`src/rtl/max_search_engine.sv`:
```
// Scans count signed words from base_addr, tracks max/index, optionally writes them to MAX_ADDR/IDX_ADDR (MAX_SEARCH_WRITEBACK_EN).
// Latency start->done: count+3 with writeback, count+1 without, 1 for count=0; no backpressure, memory is combinational.
module max_search_engine #(
    parameter logic [31:0] MAX_ADDR = 32'd2000,
    parameter logic [31:0] IDX_ADDR = 32'd2004,
    parameter logic [31:0] STRIDE   = 32'd1
) (
    input  logic        clk,
    input  logic        rst,
    input  logic        start,
    input  logic [31:0] base_addr,
    input  logic [15:0] count,
    output logic [31:0] Address,
    output logic [31:0] Write_data,
    output logic        Mem_read,
    output logic        Mem_write,
    input  logic [31:0] Mem_read_value,
    output logic        busy,
    output logic        done,
    output logic [31:0] max_value,
    output logic [15:0] max_index
);

    typedef enum logic [2:0] {
        S_IDLE,
        S_READ,
        S_WR_MAX,
        S_WR_IDX,
        S_DONE
    } state_t;

    state_t      r_state;
    state_t      w_next;
    logic [31:0] r_base;
    logic [15:0] r_count;
    logic [15:0] r_i;
    logic [31:0] r_max_value;
    logic [15:0] r_max_index;

    logic [31:0] w_rd_addr;
    logic        w_last;
    logic        w_greater;

    assign w_rd_addr = r_base + ({16'b0, r_i} * STRIDE);
    assign w_last    = (r_i == (r_count - 16'd1));
    assign w_greater = $signed(Mem_read_value) > $signed(r_max_value);

    assign max_value = r_max_value;
    assign max_index = r_max_index;

`ifndef MAX_SEARCH_WRITEBACK_EN
    logic w_unused_wb;
    assign w_unused_wb = ^{MAX_ADDR, IDX_ADDR};
`endif

    always_ff @(posedge clk or posedge rst) begin
        if (rst) begin
            r_state <= S_IDLE;
        end else begin
            r_state <= w_next;
        end
    end

    always_comb begin
        w_next     = r_state;
        Address    = 32'd0;
        Write_data = 32'd0;
        Mem_read   = 1'b0;
        Mem_write  = 1'b0;
        busy       = 1'b0;
        done       = 1'b0;
        case (r_state)
            S_IDLE: begin
                if (start) begin
                    w_next = (count == 16'd0) ? S_DONE : S_READ;
                end
            end
            S_READ: begin
                busy     = 1'b1;
                Address  = w_rd_addr;
                Mem_read = 1'b1;
                if (w_last) begin
`ifdef MAX_SEARCH_WRITEBACK_EN
                    w_next = S_WR_MAX;
`else
                    w_next = S_DONE;
`endif
                end
            end
`ifdef MAX_SEARCH_WRITEBACK_EN
            S_WR_MAX: begin
                busy       = 1'b1;
                Address    = MAX_ADDR;
                Write_data = r_max_value;
                Mem_write  = 1'b1;
                w_next     = S_WR_IDX;
            end
            S_WR_IDX: begin
                busy       = 1'b1;
                Address    = IDX_ADDR;
                Write_data = {16'b0, r_max_index};
                Mem_write  = 1'b1;
                w_next     = S_DONE;
            end
`endif
            S_DONE: begin
                done   = 1'b1;
                w_next = S_IDLE;
            end
            default: begin
                w_next = S_IDLE;
            end
        endcase
    end

    // Element 0 seeds the running max unconditionally; strict > keeps the earliest tie.
    always_ff @(posedge clk or posedge rst) begin
        if (rst) begin
            r_base      <= 32'd0;
            r_count     <= 16'd0;
            r_i         <= 16'd0;
            r_max_value <= 32'd0;
            r_max_index <= 16'd0;
        end else begin
            case (r_state)
                S_IDLE: begin
                    if (start) begin
                        if (count == 16'd0) begin
                            r_max_value <= 32'd0;
                            r_max_index <= 16'd0;
                        end else begin
                            r_base  <= base_addr;
                            r_count <= count;
                            r_i     <= 16'd0;
                        end
                    end
                end
                S_READ: begin
                    if ((r_i == 16'd0) || w_greater) begin
                        r_max_value <= Mem_read_value;
                        r_max_index <= r_i;
                    end
                    r_i <= r_i + 16'd1;
                end
                default: begin
                end
            endcase
        end
    end

endmodule

```
`config.mk`:
```
export PLATFORM = sky130hd
export DESIGN_NAME = max_search_engine
export DESIGN_NICKNAME = d
export VERILOG_FILES = /design/src/rtl/max_search_engine.sv
export SDC_FILE = /design/constraint.sdc
export NUM_CORES = 1
export LEC_CHECK = 0
export CAP_MARGIN = 20
export CORE_MARGIN = 2
export CORE_UTILIZATION = 44
export DETAILED_ROUTE_END_ITERATION = 12
export HOLD_SLACK_MARGIN = 0.15
export PLACE_DENSITY_LB_ADDON = 0.2
export REMOVE_ABC_BUFFERS = 1
export SYNTH_ARGS = -nofsm -noshare
export SYNTH_HDL_FRONTEND = slang
export SYNTH_SLANG_ARGS = --single-unit
```
`constraint.sdc`:
```
create_clock -name clk -period 5 [get_ports clk]
set_input_delay 1 -clock clk [delete_from_list [all_inputs] [get_ports clk]]
set_output_delay 1 -clock clk [all_outputs]
set_load 0.005 [all_outputs]
```
# == After elaboration in Yosys (flattened, before gate mapping) ==
# Index checks and enable logic that the tools add are counted.
# W data, S select, Z words.
# totals
reg_bits,115
out_inout_bits,116
in_bits,83
word_cells,46
# op_classes
n_mux,18
n_lt_le_gt_ge,1
eq_ne,8
n_reduce_logical,9
bitwise_logic,1
addsub,3
# op_table
operator,n
$mux W32,4
$mux W16,5
$pmux W16 S2,2
$pmux W32 S2,1
$add A32 B16 Y32,1
$gt A32 B32 Y1,1
$logic_not A16 Y1,2
$add A16 B1 Y16 const B,1
$eq A16 B16 Y1,1
$sub A16 B1 Y16 const B,1
$ne A2 B2 Y1 const B,5
$mux W3,3
$pmux W3 S2,1
$reduce_and A3 Y1,2
$reduce_and A4 Y1,1
$eq A3 B1 Y1 const B,1
$eq A3 B3 Y1 const B,1
$logic_not A3 Y1,1
$mux W1,2
$reduce_and A2 Y1,1
$reduce_bool A2 Y1,1
$logic_or A1 B1 Y1,1
$not A1 Y1,1

# == Longest topological paths before layout ==
# Gate-level depths: netlist of the first run.
# logic_depth
word_depth,4
mapped_depth,11
ltp_nobuf,9

# == Worst setup path before layout of the first run ==
# OpenSTA, ideal clock, no wires.
# synth_timing
path_type,reg-to-output
from,register r_i[0]
to,output Address[24]
path_stages_with_launch,10
path_slack_ns,1.412
arrival_ns,2.588
path_buffers,0
required_time_ns,4.000
path_cell_list,dfrtp_1 > ha_1 > fa_1 > a211oi_1 > o21ai_0 > a21oi_1 > o2111a_1 > nor3_1 > and4_1 > mux2i_1
# synth_via
elab_chain_len,2
# synth_rtl
item,line_no,text
from (decl),36,logic [15:0] r_i;
from (signal assigned),143,r_i <= r_i + 16'd1;
$add A32 B16 Y32,44,"assign w_rd_addr = r_base + ({16'b0, r_i} * STRIDE);"
$mux W32,72,case (r_state)
to (decl),13,"output logic [31:0] Address,"
# No other way between the ends.

# == Worst setup path after layout of the first run ==
# layout_timing
from,register r_base[0]
to,output Address[24]
# layout_via
elab_chain_len,2
# layout_rtl
item,line_no,text
from (decl),34,logic [31:0] r_base;
from (signal assigned),132,r_base <= base_addr;
$add A32 B16 Y32,44,
$mux W32,72,
# No other way between the ends.

==> results.json, run 1 <==
{
  "start_util_pct": 45.3,
  "finalSetupViolCount": 0,
  "synth_xor_area_share_pct": 6.04,
  "wl_um": 19200,
  "antenna_found_initial": 0,
  "yosys.area.top_type": "dfrtp_1",
  "synth_top_family_by_area": "simple AND/OR/NAND/NOR gates",
  "ys.flop_type": "dfrtp_1",
  "slew_violations": 0,
  "io_buffer_count": 165,
  "grt_pass1_wl_um": 31900,
  "area_growth_pct": 30.5,
  "postRouteAntennaNets": 0,
  "fp-row-count": 47,
  "clock_path_buffers": 2,
  "yosys.area_share.simple_pct": 21.8,
  "cts_root_buf": "clkbuf_16",
  "worst-path-stages": 10,
  "core_mm2": 0.0166,
  "avgViaCountPerCell": 5.02,
  "grt_max_degree": 76,
  "route.vias.total": 6421,
  "h-tree-depth": 4,
  "hold_viol": 0,
  "synth_cell_types": 57,
  "r2r-start": "max_value[31]",
  "cts_tree": "built",
  "async_reset_ff_share_pct": 100,
  "crit_path_max_fanout": 6,
  "power_w": 0.00513,
  "synth_cells": 892,
  "endpoint_kind": "output port",
  "drtPass1Iterations": 4,
  "grt-ovfl-total": 0,
  "die_h_um": 135,
  "crit_slowest_cell": "clkdlybuf4s50_1",
  "drt_iter0_markers": 361,
  "grt_usage_pct": 22.2,
  "critical_path.endpoint": "Address[24]",
  "path_cells": "ha_1, fa_1, a211oi_1, o21ai_0, a21oi_1, o2111a_1, nor3_2, and4_1, mux2i_1, clkdlybuf4s50_1",
  "worst_setup_path_start_kind": "register",
  "cpLargestDelayFamily": "compound AO/OA/AOI/OAI gates",
  "synth_top_area_share_pct": 37.8,
  "cts_sinks": 114,
  "avgSynthCellArea_um2": 8.45,
  "ff2ff_setup_slack_ns": 2.03,
  "gp_congestion": 0.863,
  "whs_ns": 0.481,
  "fmax_mhz": 210,
  "max_stage_delay_ns": 0.51,
  "grt_pass1_vias": 6341,
  "status": "complete, no violations",
  "numCtsBuffers": 17,
  "finalClockSkew_ns": 0.0113,
  "tightestPinTransition_ns": 0.748,
  "ys_ff_latch": 114,
  "rsz0062_at_grt": "false",
  "stdcell_count": 1280,
  "dp.cells": 1248,
  "power_per_cell_area_mw_per_mm2": 521,
  "startpoint": "r_base[0]",
  "synthAdderAreaFrac_pct": 8.73,
  "synth-edff-count": 0,
  "yosysWarnings": 0,
  "period_share_pct": 95.0,
  "die_area_mm2": 0.0182,
  "diodes": 0,
  "hold_buffers": 0,
  "syn-cell-area_mm2": 0.00754,
  "path_buf_inv": 1,
  "path_class": "reg2out",
  "leakagePower_nw": 4.44,
  "slew_headroom_pct": 49.6,
  "clk_pin_slew_ns": 0.05,
  "cap_viol_max_count": 0,
  "cp.required_ns": 4.00,
  "wl_per_cell_um": 15.0,
  "r2r-end": "max_index[7]",
  "synth_area_leaders": "dfrtp_1 (38%), nand2_1 (11%), ha_1 (8.5%)",
  "fin_crit_ns": 4.75,
  "synth_compound_area_share_pct": 9.35,
  "synth_mux_area_share_pct": 7.37,
  "fillCellCount": 1501,
  "drcViolationCount": 0,
  "ir_drop_uv": 330,
  "synth-seq-area-share_pct": 37.8,
  "insertion_delay_ns": 0.42,
  "pin_count": 199,
  "hp-class": "reg2reg",
  "arrival_ns": 3.75,
  "dpl.hpwl_um": 13700,
  "final_nets": 1183,
  "r2r_cells": 10,
  "drive_gt1_share_pct": 5.47,
  "fp.dieW_um": 135
}
[power breakdown]
group / switching (W) / internal [W]
Clock: 0.000409 / 0.000676
Combinational: 0.00132 / 0.00120
Sequential: 0.000292 / 0.00123
[per-stage QoR]
step | TNS (ns) | utilization [%] | area [um2] | setup slack [ns]
finish | 0 | 59.1 | 9840 | 0.249
global route | 0 | 59.1 | 9840 | 0.0226
CTS | 0 | 58.9 | 9800 | 0.0761
detailed placement | 0 | 55.7 | 9280 | 0.559
global placement | 0 | 55.7 | 9280 | 0.605
floorplan | -59.98 | - | 7240 | -1.25
[cell families after synthesis]
family,after synthesis
simple gates,365
buf+inv,140
flops,114
compound gates,113
mux,55
fa+ha+maj,52
xor+xnor,52
other cells,1
[cells in the final DEF (no fill, tap or decap), types with 5 or more instances in the layout]
| master | n |
|---|---|
| nand2b_1 | 5 |
| nand3_1 | 12 |
| and4_1 | 7 |
| a31oi_1 | 8 |
| a21oi_1 | 33 |
| mux2i_1 | 51 |
| nor2b_1 | 6 |
| a21o_1 | 5 |
| inv_1 | 65 |
| o31ai_1 | 5 |
| nor4_1 | 9 |
| a211oi_1 | 5 |
| xnor2_1 | 29 |
| nand4_1 | 17 |
| conb_1 | 33 |
| xor2_1 | 23 |
| clkinv_2 | 6 |
| nor2_1 | 53 |
| clkdlybuf4s50_1 | 165 |
| buf_4 | 12 |
| dfrtp_1 | 114 |
| nor3_1 | 13 |
| o21ai_0 | 31 |
| clkbuf_16 | 17 |
| nand2_1 | 214 |
| ha_1 | 51 |
| or3_1 | 5 |
[layout make-up]
| cell class | count | area [um2] | area share [%] |
|---|---|---|---|
| clock buffers | 25 | 495 | 5.04 |
| repair buffers | 178 | 1770 | 18.0 |
| flip-flops and latches | 114 | 2850 | 29.0 |
| multi-input cells | 670 | 4160 | 42.3 |
| inverters | 67 | 254 | 2.58 |
| clock inverters | 6 | 30.0 | 0.305 |
| well taps | 220 | 275 | 2.80 |
[worst min path at each step]
stage | from | endpoint | depth (start not counted)
after CTS | r_base[8] | r_base[8] | 2
after global routing | r_base[13] | r_base[13] | 2
after global placement | r_base[8] | r_base[8] | 2
after floorplan | r_base[0] | r_base[0] | 2
final | r_base[2] | r_base[2] | 2
after detailed placement | r_base[2] | r_base[2] | 2
[tightest hold or removal path: cells and delay by family, from the launching register on]
family / cells / cell delay (ns)
flops: 1 / 0.34
simple gates: 2 / 0.10
[flip-flops by register name (all words and copies together), names as in the netlist]
signal,flops
r_base,32
max_value,32
max_index,16
r_count,16
r_i,16
r_state,2
[routing by layer]
metal / share of wire, % / vias up / global-route usage, %
met2: 47 / 166 / 35.0
met1: 46 / 2995 / 30.0
met4: 1.4 / 0 / 7.19
met5: 0 / - / 0
met3: 5.6 / 14 / 5.48
li1: - / 3246 / -
[Yosys cell counts (9+ instances only)]
cell / count
nor2_1: 53
clkbuf_1: 32
inv_1: 67
ha_1: 51
xor2_1: 23
mux2i_1: 51
nand3_1: 12
o21ai_0: 31
xnor2_1: 29
nor3_1: 14
nand4_1: 17
buf_4: 36
a21oi_1: 33
dfrtp_1: 114
nand2_1: 214
nor4_1: 9
[what timing repair did]
action / CTS / global route
resized for setup: 0 / 1
setup buffers: 0 / 0
endpoints found under the setup margin: 0 / 2
Note: power is estimated with default switching activity, not from simulation.
==> run 2: changes to the inputs <==
Clock period 5 ns to 5.5 ns, I/O delays scaled along.
==> run 2 against run 1 <==
Clock power is essentially flat. Sequential power shrank 9%. Sequential cell count is the same. Combinational power shrank 9.9%. Critical path depth shrank 1. Die area is the same. Cell area is essentially flat. Hold slack gained 0.0012 ns. Core utilization is essentially flat. Final cell count shrank 0.31%. Count of clock-buffer cells in the layout shrank 5. Global-route usage shrank 0.39 points.
==> results.json, run 2 (synthesis gave the netlist of run 1 again) <==
{
  "status": "complete, no violations",
  "cts_setup_buffers": 0,
  "fmax_mhz": 201,
  "arrival_ns": 3.87,
  "finalSetupViolCount": 0,
  "route.vias.total": 6450,
  "worst_setup_path_start_kind": "register",
  "pwr-share-seq_pct": 29.2,
  "io_buffer_count": 165,
  "fp.dieW_um": 135,
  "grt_pass1_wl_um": 31500,
  "worst-path-stages": 9,
  "tightestPinTransition_ns": 0.758,
  "hold_buffers": 0,
  "ctsResizeCount": 0,
  "grt_usage_pct": 21.8,
  "period_share_pct": 90.5,
  "slew_violations": 0,
  "final_cell_mix": "nand2_1 (214), clkdlybuf4s50_1 (165), dfrtp_1 (114)",
  "p_int_w": 0.00292,
  "ir_drop_uv": 344,
  "final_nets": 1179,
  "r2r-start": "max_value[31]",
  "clock_path_buffers": 2,
  "power_per_cell_area_mw_per_mm2": 485,
  "leakagePower_nw": 4.42,
  "startpoint": "r_i[2]",
  "area_growth_pct": 30.5,
  "die_h_um": 135,
  "cts_sinks": 114,
  "slew_headroom_pct": 49.0,
  "h-tree-depth": 4,
  "crit_path_max_fanout": 14,
  "path_class": "reg2out",
  "antenna_found_initial": 0,
  "cts_root_buf": "clkbuf_16",
  "share_comb_of_total_power_pct": 47.6,
  "whs_ns": 0.482,
  "rsz0062_at_grt": "false",
  "layout_commonest_cell": "nand2_1",
  "core_mm2": 0.0166,
  "cts_tree": "built",
  "hold_viol": 0,
  "drcViolationCount": 0,
  "postRouteAntennaNets": 0,
  "switchingPower_w": 0.00185,
  "endpoint_kind": "output port",
  "r2r-end": "max_value[31]",
  "ff2ff_setup_slack_ns": 2.56,
  "avgViaCountPerCell": 5.05,
  "max_stage_delay_ns": 0.69,
  "crit_slowest_cell": "a31oi_1",
  "drt_iter0_markers": 418,
  "insertion_delay_ns": 0.41,
  "dpl.hpwl_um": 13800,
  "path_cells": "ha_1, o211ai_1, o21ai_0, o311ai_0, a31oi_1, nand4_1, xor2_1, nor2_1, clkdlybuf4s50_1",
  "clk_pin_slew_ns": 0.05,
  "r2r_cells": 10,
  "netSwitchingFraction_pct": 38.8,
  "die_area_mm2": 0.0182,
  "numCtsBuffers": 17,
  "wl_um": 19100,
  "path_buf_inv": 1,
  "grt_max_degree": 57,
  "start_util_pct": 45.3,
  "power_w": 0.00477,
  "cap_viol_max_count": 0,
  "hp-class": "reg2reg",
  "finalClockSkew_ns": 0.00977,
  "cp.required_ns": 4.40,
  "grt_pass1_vias": 6300,
  "fp-row-count": 47,
  "pin_count": 199,
  "fin_crit_ns": 4.97,
  "drive_gt1_share_pct": 5.21,
  "critical_path.endpoint": "Address[21]",
  "wl_per_cell_um": 14.9,
  "diodes": 0,
  "grt-ovfl-total": 0,
  "gp_congestion": 0.855,
  "drtPass1Iterations": 5,
  "p_clk_share_pct": 23.1,
  "cpLargestDelayFamily": "compound AO/OA/AOI/OAI gates"
}
-- run 2: changes by cell type in the layout (fill, tap and decap cells not counted) --
| cell | change |
|---|---|
| buf_16 | -1 |
| buf_4 | -3 |
| bufinv_16 | +3 |
| clkbuf_1 | -2 |
| clkbuf_8 | -3 |
| clkinv_2 | -1 |
| clkinvlp_4 | +3 |
| nor3_1 | +1 |
| nor3_2 | -1 |
-- run 2: how the worst min path moves through the flow --
stage          startpoint  slack, ns  cells after the start        end
2_1_floorplan   r_base[0]       0.45                      2  r_base[0]
3_3_place_gp    r_base[7]       0.47                      2  r_base[7]
3_5_place_dp    r_base[7]       0.47                      2  r_base[7]
4_1_cts         r_base[8]       0.49                      2  r_base[8]
5_1_grt         r_base[8]       0.51                      2  r_base[8]
6_report        r_base[8]       0.48                      2  r_base[8]
-- run 2: per-layer routing --
layer / part of all wire (%) / track usage (%)
met1: 47 / 29.7
met2: 46 / 34.4
met3: 5.8 / 4.69
met4: 1.9 / 7.72
met5: 0 / 0
-- run 2: stage by stage --
| stage | TNS (ns) | utilization [%] | instances | worst slack (ns) | area (um2) |
|---|---|---|---|---|---|
| after floorplan | -40.78 | - | 851 | -0.849 | 7240 |
| after global placement | 0 | 55.6 | 1245 | 1.03 | 9260 |
| after detailed placement | 0 | 55.6 | 1245 | 0.962 | 9260 |
| after CTS | 0 | 59.1 | 1276 | 0.508 | 9840 |
| after global routing | 0 | 59.1 | 1276 | 0.205 | 9840 |
| final | 0 | 59.1 | 1276 | 0.525 | 9840 |
-- run 2: final cells by class --
cell class              instances  area [um2]
multi-input cells             670        4150
flip-flops and latches        114        2850
repair buffers                174        1720
clock buffers                  20         447
fillers                      1522        6800
inverters                      67         254
well taps                     220         275
clock inverters                11         138
-- run 2: power groups by stage --
stage,Combinational [W],Sequential [W],Clock [W]
6_report,0.00227,0.00139,0.00110
3_3_place_gp,0.00226,0.00140,0
5_1_grt,0.00254,0.00144,0.00116
2_1_floorplan,0.00149,0.00134,0
4_1_cts,0.00229,0.00139,0.00113
3_5_place_dp,0.00228,0.00140,0
-- run 2: worst min-delay path, cell delays in order (launching register included) --
cell,delay [ns]
dfrtp_1,0.35
nand2_1,0.05
nand2_1,0.05
